File: src/rtl/sprite_sequencer.sv
// Sprite animation sequencer: raster-scans a window of frame ROM pixels to a
// VGA plotter, dwells between frames, and finishes with a full-screen end image.
// Optional macro SPRITE_SEQ_PINGPONG_EN selects ping-pong frame order instead
// of wrap-around order.
module sprite_sequencer #(
    parameter int unsigned NUM_FRAMES   = 4,
    parameter int unsigned X0           = 0,
    parameter int unsigned Y0           = 75,
    parameter int unsigned WIN_W        = 320,
    parameter int unsigned WIN_H        = 165,
    parameter int unsigned DWELL_CYCLES = 100000000,
    parameter int unsigned ADDR_W       = 16
) (
    input  logic              clk,
    input  logic              reset,
    input  logic              start,
    input  logic              end_req,
    output logic [ADDR_W-1:0] rom_addr,
    output logic [2:0]        frame_sel,
    output logic [8:0]        x,
    output logic [7:0]        y,
    output logic              plot,
    output logic              frame_done,
    output logic              end_active
);

    localparam int unsigned COL_W   = 9;
    localparam int unsigned ROW_W   = 8;
    localparam int unsigned IDX_W   = 3;
    localparam int unsigned DWELL_W = $clog2(DWELL_CYCLES + 1);

    localparam logic [COL_W-1:0]   WIN_LAST_COL = COL_W'(WIN_W - 1);
    localparam logic [ROW_W-1:0]   WIN_LAST_ROW = ROW_W'(WIN_H - 1);
    localparam logic [COL_W-1:0]   END_LAST_COL = COL_W'(319);
    localparam logic [ROW_W-1:0]   END_LAST_ROW = ROW_W'(239);
    localparam logic [IDX_W-1:0]   LAST_IDX     = IDX_W'(NUM_FRAMES - 1);
    localparam logic [DWELL_W-1:0] DWELL_LAST   = DWELL_W'(DWELL_CYCLES - 1);

    typedef enum logic [2:0] {
        S_IDLE     = 3'd0,
        S_DRAW     = 3'd1,
        S_WAIT     = 3'd2,
        S_END_DRAW = 3'd3,
        S_END_HOLD = 3'd4
    } state_t;

    state_t             state;
    state_t             state_nxt;
    logic [COL_W-1:0]   col;
    logic [ROW_W-1:0]   row;
    logic [IDX_W-1:0]   frame_idx;
    logic [DWELL_W-1:0] dwell_cnt;
    logic               end_pend;

    logic               win_last_c;
    logic               end_last_c;
    logic               row_end_c;
    logic               dwell_done_c;
    logic               issue_c;
    logic               enter_draw_c;
    logic               enter_end_c;
    logic               advance_c;
    logic [IDX_W-1:0]   idx_nxt_c;
    logic [IDX_W-1:0]   draw_idx_c;

    // Raster position decodes for the window and the full end screen
    assign win_last_c   = (col == WIN_LAST_COL) && (row == WIN_LAST_ROW);
    assign end_last_c   = (col == END_LAST_COL) && (row == END_LAST_ROW);
    assign row_end_c    = (state == S_DRAW) ? (col == WIN_LAST_COL) : (col == END_LAST_COL);
    assign dwell_done_c = (dwell_cnt == DWELL_LAST);

`ifdef SPRITE_SEQ_PINGPONG_EN
    logic dir_down;
    logic dir_down_nxt_c;

    // Ping-pong successor: bounce at both ends without repeating the end frame
    always_comb begin
        idx_nxt_c      = frame_idx;
        dir_down_nxt_c = dir_down;
        if (!dir_down) begin
            if (frame_idx == LAST_IDX) begin
                idx_nxt_c      = frame_idx - IDX_W'(1);
                dir_down_nxt_c = 1'b1;
            end else begin
                idx_nxt_c      = frame_idx + IDX_W'(1);
            end
        end else begin
            if (frame_idx == '0) begin
                idx_nxt_c      = IDX_W'(1);
                dir_down_nxt_c = 1'b0;
            end else begin
                idx_nxt_c      = frame_idx - IDX_W'(1);
            end
        end
    end

    // Direction bit updates only when a new frame is actually started from WAIT
    always_ff @(posedge clk) begin
        if (reset) begin
            dir_down <= 1'b0;
        end else if ((state == S_WAIT) && (state_nxt == S_DRAW)) begin
            dir_down <= dir_down_nxt_c;
        end
    end
`else
    // Wrap-around successor
    assign idx_nxt_c = (frame_idx == LAST_IDX) ? '0 : frame_idx + IDX_W'(1);
`endif

    // State register
    always_ff @(posedge clk) begin
        if (reset) begin
            state <= S_IDLE;
        end else begin
            state <= state_nxt;
        end
    end

    // Next-state logic; a pending end request is honoured only from WAIT so the
    // last pixel of a frame always drains under its own frame_sel
    always_comb begin
        state_nxt = state;
        case (state)
            S_IDLE: begin
                if (end_req)    state_nxt = S_END_DRAW;
                else if (start) state_nxt = S_DRAW;
            end
            S_DRAW: begin
                if (win_last_c) state_nxt = S_WAIT;
            end
            S_WAIT: begin
                if (end_req || end_pend) state_nxt = S_END_DRAW;
                else if (dwell_done_c)   state_nxt = S_DRAW;
            end
            S_END_DRAW: begin
                if (end_last_c) state_nxt = S_END_HOLD;
            end
            S_END_HOLD: state_nxt = S_END_HOLD;
            default:    state_nxt = S_IDLE;
        endcase
    end

    // Control strobes derived from current and next state
    always_comb begin
        issue_c      = 1'b0;
        enter_draw_c = 1'b0;
        enter_end_c  = 1'b0;
        advance_c    = 1'b0;
        draw_idx_c   = frame_idx;
        issue_c      = (state == S_DRAW) || (state == S_END_DRAW);
        enter_draw_c = (state_nxt == S_DRAW) && (state != S_DRAW);
        enter_end_c  = (state_nxt == S_END_DRAW) && (state != S_END_DRAW);
        advance_c    = issue_c && (state_nxt == state);
        if (state == S_WAIT) begin
            draw_idx_c = idx_nxt_c;
        end
    end

    // Pixel counters, address, frame bookkeeping and registered VGA outputs
    always_ff @(posedge clk) begin
        if (reset) begin
            col        <= '0;
            row        <= '0;
            rom_addr   <= '0;
            frame_idx  <= '0;
            dwell_cnt  <= '0;
            end_pend   <= 1'b0;
            frame_sel  <= 3'd1;
            x          <= 9'(X0);
            y          <= 8'(Y0);
            plot       <= 1'b0;
            frame_done <= 1'b0;
            end_active <= 1'b0;
        end else begin
            plot       <= issue_c;
            frame_done <= (state == S_DRAW) && win_last_c;
            end_active <= (state_nxt == S_END_DRAW) || (state_nxt == S_END_HOLD);
            dwell_cnt  <= (state == S_WAIT) ? dwell_cnt + DWELL_W'(1) : '0;

            if (issue_c) begin
                x <= (state == S_DRAW) ? 9'(X0) + col : col;
                y <= (state == S_DRAW) ? 8'(Y0) + row : row;
            end

            if ((state == S_DRAW) && end_req) begin
                end_pend <= 1'b1;
            end

            if (enter_draw_c) begin
                col       <= '0;
                row       <= '0;
                rom_addr  <= '0;
                frame_idx <= draw_idx_c;
                frame_sel <= draw_idx_c + 3'd1;
            end else if (enter_end_c) begin
                col       <= '0;
                row       <= '0;
                rom_addr  <= '0;
                frame_sel <= 3'd0;
            end else if (advance_c) begin
                rom_addr <= rom_addr + ADDR_W'(1);
                if (row_end_c) begin
                    col <= '0;
                    row <= row + ROW_W'(1);
                end else begin
                    col <= col + COL_W'(1);
                end
            end
        end
    end

endmodule

File: config.mk
export PLATFORM = sky130hd
export DESIGN_NAME = sprite_sequencer
export DESIGN_NICKNAME = d
export VERILOG_FILES = /design/src/rtl/sprite_sequencer.sv
export SDC_FILE = /design/constraint.sdc
export NUM_CORES = 1
export LEC_CHECK = 0
export CAP_MARGIN = 20
export CORE_MARGIN = 1
export CORE_UTILIZATION = 40
export CTS_BUF_LIST = sky130_fd_sc_hd__clkbuf_8
export DETAILED_ROUTE_END_ITERATION = 10
export PLACE_DENSITY_LB_ADDON = 0.25
export REMOVE_ABC_BUFFERS = 1
export SLEW_MARGIN = 25
export SYNTH_ARGS = -nofsm -noshare
export SYNTH_HDL_FRONTEND = slang
export SYNTH_SLANG_ARGS = --single-unit
File: constraint.sdc
create_clock -name clk -period 2.65 [get_ports clk]
set_input_delay 0.53 -clock clk [delete_from_list [all_inputs] [get_ports clk]]
set_output_delay 0.53 -clock clk [all_outputs]
set_load 0.005 [all_outputs]
==> metrics.txt <==
status finished with violations; failing checks DRC; Seq/Total Area, Yosys 42.81%; Final WS setup around 0.18 ns; deepest clock path buffer count 2; first-pass GRT wire length about 14000 µm; worst-case clock skew about 0.010 ns; share of post-route cells with drive strength above 1 a little under 7%; Hold Crit Class reg2reg; period utilization 93.11%; number of fillers in the final layout about 1k; crit path time final roughly 2.5 ns; Tightest Pin Transition around 0.5 ns; Via Count 3406; WL final between 8000 and 9000 µm; die extent in x 104.6 µm; area post-placement 4743 µm²; Die ar. 10940 µm²; most frequent cells in the layout dfxtp_1 (90), nor2_1 (71), nand2_1 (44); Critical Path Sink Type flop; GR Util All Layers between 15 and 20%; Core Area 10280 µm²; MaxCap Viol Count 0; total power divided by cell area approximately 520 nW/µm²; Req. time, crit path approximately 2.9 ns; drt initial violations between 90 and 100; commonest non-fill, non-tap cell in the layout dfxtp_1; CP Launch Type flop; postcts setup bufs 0; Remaining DRCs 2; clock sink total 90; number of synthesized flops with an enable pin 0; Final Cell Area 4910 µm²; clock transition at the registers of the reported paths around 0.09 ns; H-tree depth 3; pre-CTS WS -0.04535 ns; clock insertion delay at the later pin of the skew report around 0.36 ns; post-DP HPWL approximately 6000 µm; antenna viol nets, final 0; initial core utilization 40.95%; YS warnings 0; Pre-Repair DR Iteration Count 7; TritonCTS clock tree built; Vias/cell about 5.2; WP data arrival about 2.7 ns; placer congestion estimate around 0.84; Port Buf Inserts 42; Final nets ~530; CTS Buf Count 9; critical path class reg2reg; Unique masters post-synth between 50 and 60; Synth Area per Inst 8.787 µm²; initial antenna violation count 0; area grow syn2layout 16.65%; Max transition margin between 60% and 70%; FF+latch count, synth 90; antenna diode count 0; vias in the first global route ~3.1k; global route total overflow 0; Root Driver clkbuf_8; IR drop worst, VDD ~220 µV; # IOs 43; Die H ~100 µm; fmax 405.3 MHz; Top FF cell, synth dfxtp_1; pin count of the biggest net entering global routing 29; WL/cell roughly 13 µm; worst-path maximum fanout 23; post-synthesis instance area between 4000 and 5000 µm²; Slew Limit Fails 0; final hold viol count 0; synthesized instance count 479; Leak about 0.0017 µW; site row count 37; Post-synth ARST share 0%; Final Setup Violations 0; unrepaired setup endpoints after global routing no
## layer usage
metal | share of wire [%] | track usage [%] | up-vias
met1 | 48 | 20.54 | 1596
met3 | 3.2 | 2.433 | 18
li1 | - | - | 1737
met5 | 0 | 0 | -
met2 | 46 | 26.54 | 55
met4 | 2.7 | 8.954 | 0
## critical path: stages, from the launching register on
cell	delay (ns)
dfxtp_1	0.40
inv_1	0.12
ha_1	0.17
or3b_4	0.40
or4_1	0.44
a22o_2	0.40
nor3b_1	0.23
xnor2_1	0.13
nor2_1	0.06
## cells by family (layout without fill, tap and decap cells)
group           Yosys count  in the layout  share of synthesized area, %
flops                    90             90                         42.81
mux                       6              6                         1.457
fa+ha+maj                 8              8                         2.378
buf+inv                  33             76                         3.953
xor+xnor                 58             58                         12.07
compound gates           57             57                         8.918
simple gates            227            227                         28.42
## worst paths after layout
kind	startpoint	end	slack, ns	cells past startpoint
min	x[8]	x[8]	0.46	2
max	row[0]	rom_addr[11]	0.18	8
min reg2reg	x[8]	x[8]	0.46	2
max reg2reg	row[0]	rom_addr[11]	0.18	8
## state kept, by name, summed over array words and instances (netlist names)
register,count
frame_done,1
row,8
rom_addr,16
x,9
end_pend,1
dwell_cnt,27
frame_idx,3
y,8
state,3
plot,1
end_active,1
frame_sel,3
col,9
## where the power goes
part	total [µW]	internal (µW)	switching, µW
clock network	817	352	465
registers	1420	1390	32.0
logic	318	139	179
## synth_stat cells (2+ instances only)
| master | instances | area [µm²] |
|---|---|---|
| o21ai_1 | 2 | 10.01 |
| nor4bb_1 | 2 | 20.02 |
| buf_6 | 5 | 56.30 |
| nor4_1 | 6 | 37.54 |
| o21ai_0 | 9 | 45.04 |
| nor3_1 | 4 | 20.02 |
| a211oi_1 | 5 | 37.54 |
| and2_1 | 5 | 31.28 |
| a21oi_1 | 23 | 115.1 |
| nand2b_1 | 5 | 31.28 |
| buf_2 | 4 | 20.02 |
| xor2_1 | 38 | 332.8 |
| a31oi_1 | 2 | 12.51 |
| nor2_1 | 71 | 266.5 |
| nand4_1 | 20 | 125.1 |
| ha_1 | 8 | 100.1 |
| nand3_1 | 23 | 115.1 |
| a21o_1 | 2 | 15.01 |
| nor2b_1 | 3 | 18.77 |
| and4_1 | 4 | 35.03 |
| o31ai_1 | 2 | 15.01 |
| or3_1 | 6 | 37.54 |
| xnor2_1 | 20 | 175.2 |
| nor3b_1 | 3 | 22.52 |
| or4_1 | 3 | 22.52 |
| dfxtp_1 | 90 | 1802 |
| nand2_1 | 44 | 165.2 |
| clkbuf_1 | 13 | 48.80 |
| o211ai_1 | 4 | 30.03 |
| and3_1 | 12 | 75.07 |
| mux2i_1 | 5 | 50.05 |
| inv_1 | 9 | 33.78 |
## stage by stage
step	instances	utilization (%)	setup TNS, ns	power [µW]	hold WS [ns]
after floorplan	456	-	-0.1218	1633	0.4260
after global placement	642	46.15	0	1767	0.4399
after detailed placement	642	46.15	-0.04535	1774	0.4458
after CTS	658	47.77	0	2588	0.4563
after global routing	658	47.77	0	2685	0.4722
final	658	47.77	0	2555	0.4556
## repair_timing
item	in CTS	in global routing
hold buffers	0	0
hold endpoints to repair	0	0
gates resized for setup	1	0
endpoints found under the setup margin	1	0
## cell type report
| class | instances | area (µm²) | share of cell area, % |
|---|---|---|---|
| multi-input cells | 356 | 2242 | 45.67 |
| repair buffers | 50 | 493.0 | 10.04 |
| inverters | 10 | 37.54 | 0.7645 |
| clock buffers | 10 | 137.6 | 2.803 |
| clock inverters | 6 | 27.53 | 0.5607 |
| well taps | 136 | 170.2 | 3.466 |
| flip-flops and latches | 90 | 1802 | 36.70 |
(Power assumes the default switching activity.)
